$ cat config.mk
export PLATFORM = sky130hd
export DESIGN_NAME = mem_port_arbiter
export DESIGN_NICKNAME = d
export VERILOG_FILES = /design/src/rtl/mem_port_arbiter_pkg.sv /design/src/rtl/mem_port_arbiter_arb_prio_sel.sv /design/src/rtl/mem_port_arbiter.sv
export SDC_FILE = /design/constraint.sdc
export NUM_CORES = 1
export LEC_CHECK = 0
export ABC_AREA = 1
export CORE_AREA = 2 2 238 240
export DETAILED_ROUTE_END_ITERATION = 12
export DIE_AREA = 0 0 240 242
export GPL_ROUTABILITY_DRIVEN = 1
export GPL_TIMING_DRIVEN = 1
export SETUP_SLACK_MARGIN = 0.1
export SYNTH_ARGS = -nofsm -noshare
export SYNTH_HDL_FRONTEND = slang
export SYNTH_SLANG_ARGS = --single-unit
$ cat constraint.sdc
create_clock -name clock -period 2.3 [get_ports clock]
set_clock_uncertainty 0.2 [all_clocks]
set_input_delay 0.69 -clock clock [delete_from_list [all_inputs] [get_ports clock]]
set_output_delay 0.69 -clock clock [all_outputs]
set_load 0.01 [all_outputs]
$ cat src/rtl/mem_port_arbiter_pkg.sv
// Shared types for the single-port memory arbiter: FSM state codes, owner tags
// and the saturating counter helper used by the starvation guard.
package mem_port_arbiter_pkg;

   typedef enum logic [1:0] {
      ARB_IDLE  = 2'd0,
      ARB_ISSUE = 2'd1,
      ARB_WAIT  = 2'd2
   } arb_state_e;

   typedef enum logic {
      ARB_OWNER_IF  = 1'b0,
      ARB_OWNER_MEM = 1'b1
   } arb_owner_e;

   localparam int STARVE_CNT_W = 4;

   function automatic logic [STARVE_CNT_W-1:0] sat_inc(
      input logic [STARVE_CNT_W-1:0] cnt,
      input logic [STARVE_CNT_W-1:0] limit
   );
      return (cnt == limit) ? cnt : cnt + 1'b1;
   endfunction

endpackage

$ cat src/rtl/mem_port_arbiter_arb_prio_sel.sv
// Grant select between IF and MEM requesters: MEM has priority until it has won
// STARVE_LIMIT grants in a row while IF was waiting, then IF is forced.
module arb_prio_sel
   import mem_port_arbiter_pkg::*;
#(
   parameter int STARVE_LIMIT = 4
) (
   input  logic clock,
   input  logic reset,
   input  logic idle,
   input  logic if_req_valid,
   input  logic mem_req_valid,
   output logic grant_if,
   output logic grant_mem
);

   localparam logic [STARVE_CNT_W-1:0] LIMIT = STARVE_CNT_W'(STARVE_LIMIT);

   logic [STARVE_CNT_W-1:0] starve_cnt;
   logic                    starve_hit;

   assign starve_hit = if_req_valid && (starve_cnt == LIMIT);
   assign grant_mem  = idle && mem_req_valid && !starve_hit;
   assign grant_if   = idle && if_req_valid && !grant_mem;

   // The count only moves in IDLE; busy cycles leave it untouched.
   always_ff @(posedge clock) begin
      if (reset) begin
         starve_cnt <= '0;
      end else if (grant_if || (idle && !if_req_valid)) begin
         starve_cnt <= '0;
      end else if (grant_mem) begin
         starve_cnt <= sat_inc(starve_cnt, LIMIT);
      end
   end

endmodule

$ cat src/rtl/mem_port_arbiter.sv
// Shares one memory port between IF and MEM with one outstanding transaction.
// Define MEM_PORT_ARB_PERF_EN to build the per-requester grant counters.
module mem_port_arbiter
   import mem_port_arbiter_pkg::*;
#(
   parameter int ADDR_W       = 64,
   parameter int DATA_W       = 64,
   parameter int STARVE_LIMIT = 4
) (
   input  logic                clock,
   input  logic                reset,
   input  logic                if_req_valid,
   output logic                if_req_ready,
   input  logic [ADDR_W-1:0]   if_req_addr,
   output logic                if_resp_valid,
   output logic [DATA_W-1:0]   if_resp_data,
   input  logic                mem_req_valid,
   output logic                mem_req_ready,
   input  logic                mem_req_wen,
   input  logic [ADDR_W-1:0]   mem_req_addr,
   input  logic [DATA_W-1:0]   mem_req_wdata,
   input  logic [DATA_W/8-1:0] mem_req_wstrb,
   output logic                mem_resp_valid,
   output logic [DATA_W-1:0]   mem_resp_data,
   output logic                bus_req_valid,
   input  logic                bus_req_ready,
   output logic                bus_req_wen,
   output logic [ADDR_W-1:0]   bus_req_addr,
   output logic [DATA_W-1:0]   bus_req_wdata,
   output logic [DATA_W/8-1:0] bus_req_wstrb,
   input  logic                bus_resp_valid,
   input  logic [DATA_W-1:0]   bus_resp_data,
   output logic [31:0]         perf_if_cnt,
   output logic [31:0]         perf_mem_cnt
);

   // Handshake: a request transfers in the cycle its valid and ready are both
   // high; ready is only ever high in IDLE, so a dropped valid simply never transfers.
   arb_state_e state, state_nxt;
   arb_owner_e owner;
   logic       grant_if, grant_mem;
   logic       resp_done;

   arb_prio_sel #(.STARVE_LIMIT(STARVE_LIMIT)) u_prio_sel (
      .clock        (clock),
      .reset        (reset),
      .idle         (state == ARB_IDLE),
      .if_req_valid (if_req_valid),
      .mem_req_valid(mem_req_valid),
      .grant_if     (grant_if),
      .grant_mem    (grant_mem)
   );

   assign if_req_ready  = grant_if;
   assign mem_req_ready = grant_mem;

   always_ff @(posedge clock) begin
      if (reset) begin
         state <= ARB_IDLE;
      end else begin
         state <= state_nxt;
      end
   end

   always_comb begin
      state_nxt     = state;
      bus_req_valid = 1'b0;
      resp_done     = 1'b0;
      case (state)
         ARB_IDLE: begin
            if (grant_if || grant_mem) state_nxt = ARB_ISSUE;
         end
         ARB_ISSUE: begin
            bus_req_valid = 1'b1;
            if (bus_req_ready) state_nxt = ARB_WAIT;
         end
         ARB_WAIT: begin
            resp_done = bus_resp_valid;
            if (bus_resp_valid) state_nxt = ARB_IDLE;
         end
         default: state_nxt = ARB_IDLE;
      endcase
   end

   // Responses are steered only to the recorded owner; stores return zero data.
   assign if_resp_valid  = resp_done && (owner == ARB_OWNER_IF);
   assign mem_resp_valid = resp_done && (owner == ARB_OWNER_MEM);
   assign if_resp_data   = if_resp_valid ? bus_resp_data : '0;
   assign mem_resp_data  = (mem_resp_valid && !bus_req_wen) ? bus_resp_data : '0;

   always_ff @(posedge clock) begin
      if (reset) begin
         owner         <= ARB_OWNER_IF;
         bus_req_wen   <= 1'b0;
         bus_req_addr  <= '0;
         bus_req_wdata <= '0;
         bus_req_wstrb <= '0;
      end else if (grant_mem) begin
         owner         <= ARB_OWNER_MEM;
         bus_req_wen   <= mem_req_wen;
         bus_req_addr  <= mem_req_addr;
         bus_req_wdata <= mem_req_wdata;
         bus_req_wstrb <= mem_req_wstrb;
      end else if (grant_if) begin
         owner         <= ARB_OWNER_IF;
         bus_req_wen   <= 1'b0;
         bus_req_addr  <= if_req_addr;
         bus_req_wdata <= '0;
         bus_req_wstrb <= '0;
      end
   end

`ifdef MEM_PORT_ARB_PERF_EN
   always_ff @(posedge clock) begin
      if (reset) begin
         perf_if_cnt  <= '0;
         perf_mem_cnt <= '0;
      end else begin
         if (grant_if)  perf_if_cnt  <= perf_if_cnt + 32'd1;
         if (grant_mem) perf_mem_cnt <= perf_mem_cnt + 32'd1;
      end
   end
`else
   assign perf_if_cnt  = '0;
   assign perf_mem_cnt = '0;
`endif

endmodule

==> flow_summary.ini <==
[sta]
fin_ws_ps = -618
fin_tns_setup_ps = -56020
max_freq_ghz = 0.343
period_share_pct = 127
hold_viol_final = 0
finalSetupViolCount = 130
rsz0062_at_grt = yes
tightest_slew_ps = 525
finalCriticalPeriod_ps = 2920
max_slew_margin_pct = 65.0
drv_slew = 0

[logic_synthesis]
synth_compound_area_share_pct = 18.2
yosys_warnings = 0
syn_area_per_cell_um2 = 7.25
yosysUniqueCellTypes = 26
ys.flop_type = dfxtp_1
synth-simple-area-share_pct = 25.0
synth-seq-cells = 144
synth_top_family_by_area = simple AND/OR/NAND/NOR gates
synth_xor_area_share_pct = 0.117
async_reset_ff_share_pct = 0
synthCells = 1030
yosysSeqAreaShare_pct = 38.6
synth_area_um2 = 7470
synth_edf_count = 0
muxShareOfSynthArea_pct = 0
synth_adder_area_share_pct = 0.335

[flow_run]
drv_cap = 0

[cells_and_area]
area_delta_synth_final_pct = 112
mostFrequentLayoutCells = 266 x clkdlybuf4s50_1, 149 x buf_6, 142 x a21oi_1
fin_util_pct = 28.5
fin_cells = 2394
nNetsFinal = 1896
layout_commonest_cell = clkdlybuf4s50_1
drive_gt1_share_pct = 26.9

[setup_path]
cp-end-kind = primary output
crit_chain = inv_4 -> nand4_1 -> or2_4 -> buf_12 -> buf_6 -> buf_8 -> nor2_2 -> buf_2
cp-start-kind = flop
critPathArrivalTime_ps = 2030
cpPeakStageDelay_ps = 330
crit_type = reg -> out
cp_max_fo = 5
crit_required_ps = 1410
cpMaxStageDelayCell = dfxtp_2
r2r_start = state[0]
worstSetupStartpoint = state[0]

[global_routing]
grt_usage_pct = 13.0
grt_pass1_vias = 9059
grt_pass1_wl_um = 55800
grt.overflow.total = 0
antenna_found_initial = 5
grt_max_degree = 93

[detailed_routing]
drtPass1Iterations = 5
wl_um = 40900
vias = 9308
drtIter0Drc = 363
ant_nets = 0
post_drt_wl_per_cell_um = 17.1
drcViolationCount = 0
vias_per_cell = 3.89

[floorplan]
dieArea_um2 = 58100
boundaryPins = 605
die_x_um = 240
core_area_um2 = 55700
rows = 87
die_h_um = 242
start_util_pct = 13.4

[hold_path]
hold_start = bus_req_wdata[32]
hold_class = reg -> reg

[clock_tree]
path_clk_slew_ps = 60
clock_sinks = 144
cts-root-buf = clkbuf_16
cts_tree = done
htree_num_levels = 4
holdBufCountCts = 0
clock_latency_ps = 460
cts_buffers = 17
clk_path_buf_depth = 2

[power]
vdd_drop_max_uv = 547
power_density_nw_per_um2 = 511
leakage_uw = 0.00683
p_sw_share_pct = 29.6
pwr-share-seq_pct = 34.8
pwr-share-comb_pct = 26.2
p_int_uw = 5710
switchingPower_uw = 2410
power_frac_clock_pct = 39.0

[placed_design]
hpwl_um = 28600
dpl.cell_count = 2297
gp_congestion = 0.789
port_buffers = 540

[run_status]
violations = negative setup slack
status = finished with violations
## power groups by stage
stage / clock, µW / combinational (µW) / sequential (µW)
4_1_cts: 3310 / 2060 / 2830
6_report: 3160 / 2130 / 2830
3_3_place_gp: 0 / 2090 / 2880
3_5_place_dp: 0 / 2110 / 2880
2_1_floorplan: 0 / 854 / 2980
5_1_grt: 3380 / 2290 / 2850
## cell families (layout without fill, tap and decap cells)
family | after synthesis | in the layout
AOI/OAI and AO/OA | 271 | 271
other | 1 | 66
DFF | 144 | 144
xor gates and xnor gates | 1 | 1
and+or+nand+nor | 379 | 380
adders and majority gates | 2 | 2
buffers and inverters | 232 | 774
## layer usage
layer / vias to the layer above / routed length [µm] / GRT usage [%]
met2: 417 / 21000 / 23.3
met3: 56 / 3380 / 4.73
met5: - / 13 / 0
li1: 4450 / - / -
met4: 2 / 1210 / 4.97
met1: 4383 / 15300 / 13.8
## metrics by stage
stage	setup WS, ps	power (µW)	instance area, µm²	hold slack (ps)
2_1_floorplan	-16.1	3830	8020	264
3_3_place_gp	-1190	4960	13900	247
3_5_place_dp	-1200	4990	13900	254
4_1_cts	-726	8190	15200	261
5_1_grt	-722	8520	15900	270
6_report	-618	8120	15900	259
## path summary, 6_finish.rpt
check | to | slack (ps) | cells after the start
worst max-delay path | mem_resp_data[1] | -620 | 8
worst min-delay path | bus_req_wdata[32] | 260 | 2
worst max register to register | bus_req_addr[9] | 160 | 10
worst min register to register | bus_req_wdata[32] | 260 | 2
## flip-flops by register name, summed over array words and instances, names as in the netlist
| signal | count |
|---|---|
| bus_req_wen | 1 |
| owner | 1 |
| bus_req_wdata | 64 |
| state | 2 |
| bus_req_wstrb | 8 |
| bus_req_addr | 64 |
| u_prio_sel.starve_cnt | 4 |
## timing repair
item,in CTS,in global routing
pin swaps,19,31
buffers inserted,55,26
cloned,6,1
gates resized for setup,854,146
endpoints found under the setup margin,409,195
## cell usage after synthesis (all sizes together) (2+ instances only)
library cell	number	area (µm²)
ha	2	25.0
clkbuf	41	158
o21ai	129	646
nor2	140	766
a21oi	142	711
buf	110	863
inv	80	300
dfxtp	144	2880
nand3	140	701
nand2	93	359
nand4	4	31.3
## cell type report
type / count / area (µm²)
Fill cell: 5924 / 39900
Timing Repair Buffer: 660 / 6810
Inverter: 81 / 333
Antenna cell: 2 / 5.00
Sequential cell: 144 / 2890
Timing Repair inverter: 1 / 16.3
Clock buffer: 22 / 464
Tap cell: 756 / 946
Clock inverter: 10 / 183
Multi-Input combinational cell: 718 / 4230
## worst max-delay path: cells and delay by family (launching register included)
| family | cells | cell delay, ps |
|---|---|---|
| buf+inv | 5 | 660 |
| simple gates | 3 | 560 |
| flops | 1 | 330 |
Power figures use the tool's default switching activity.
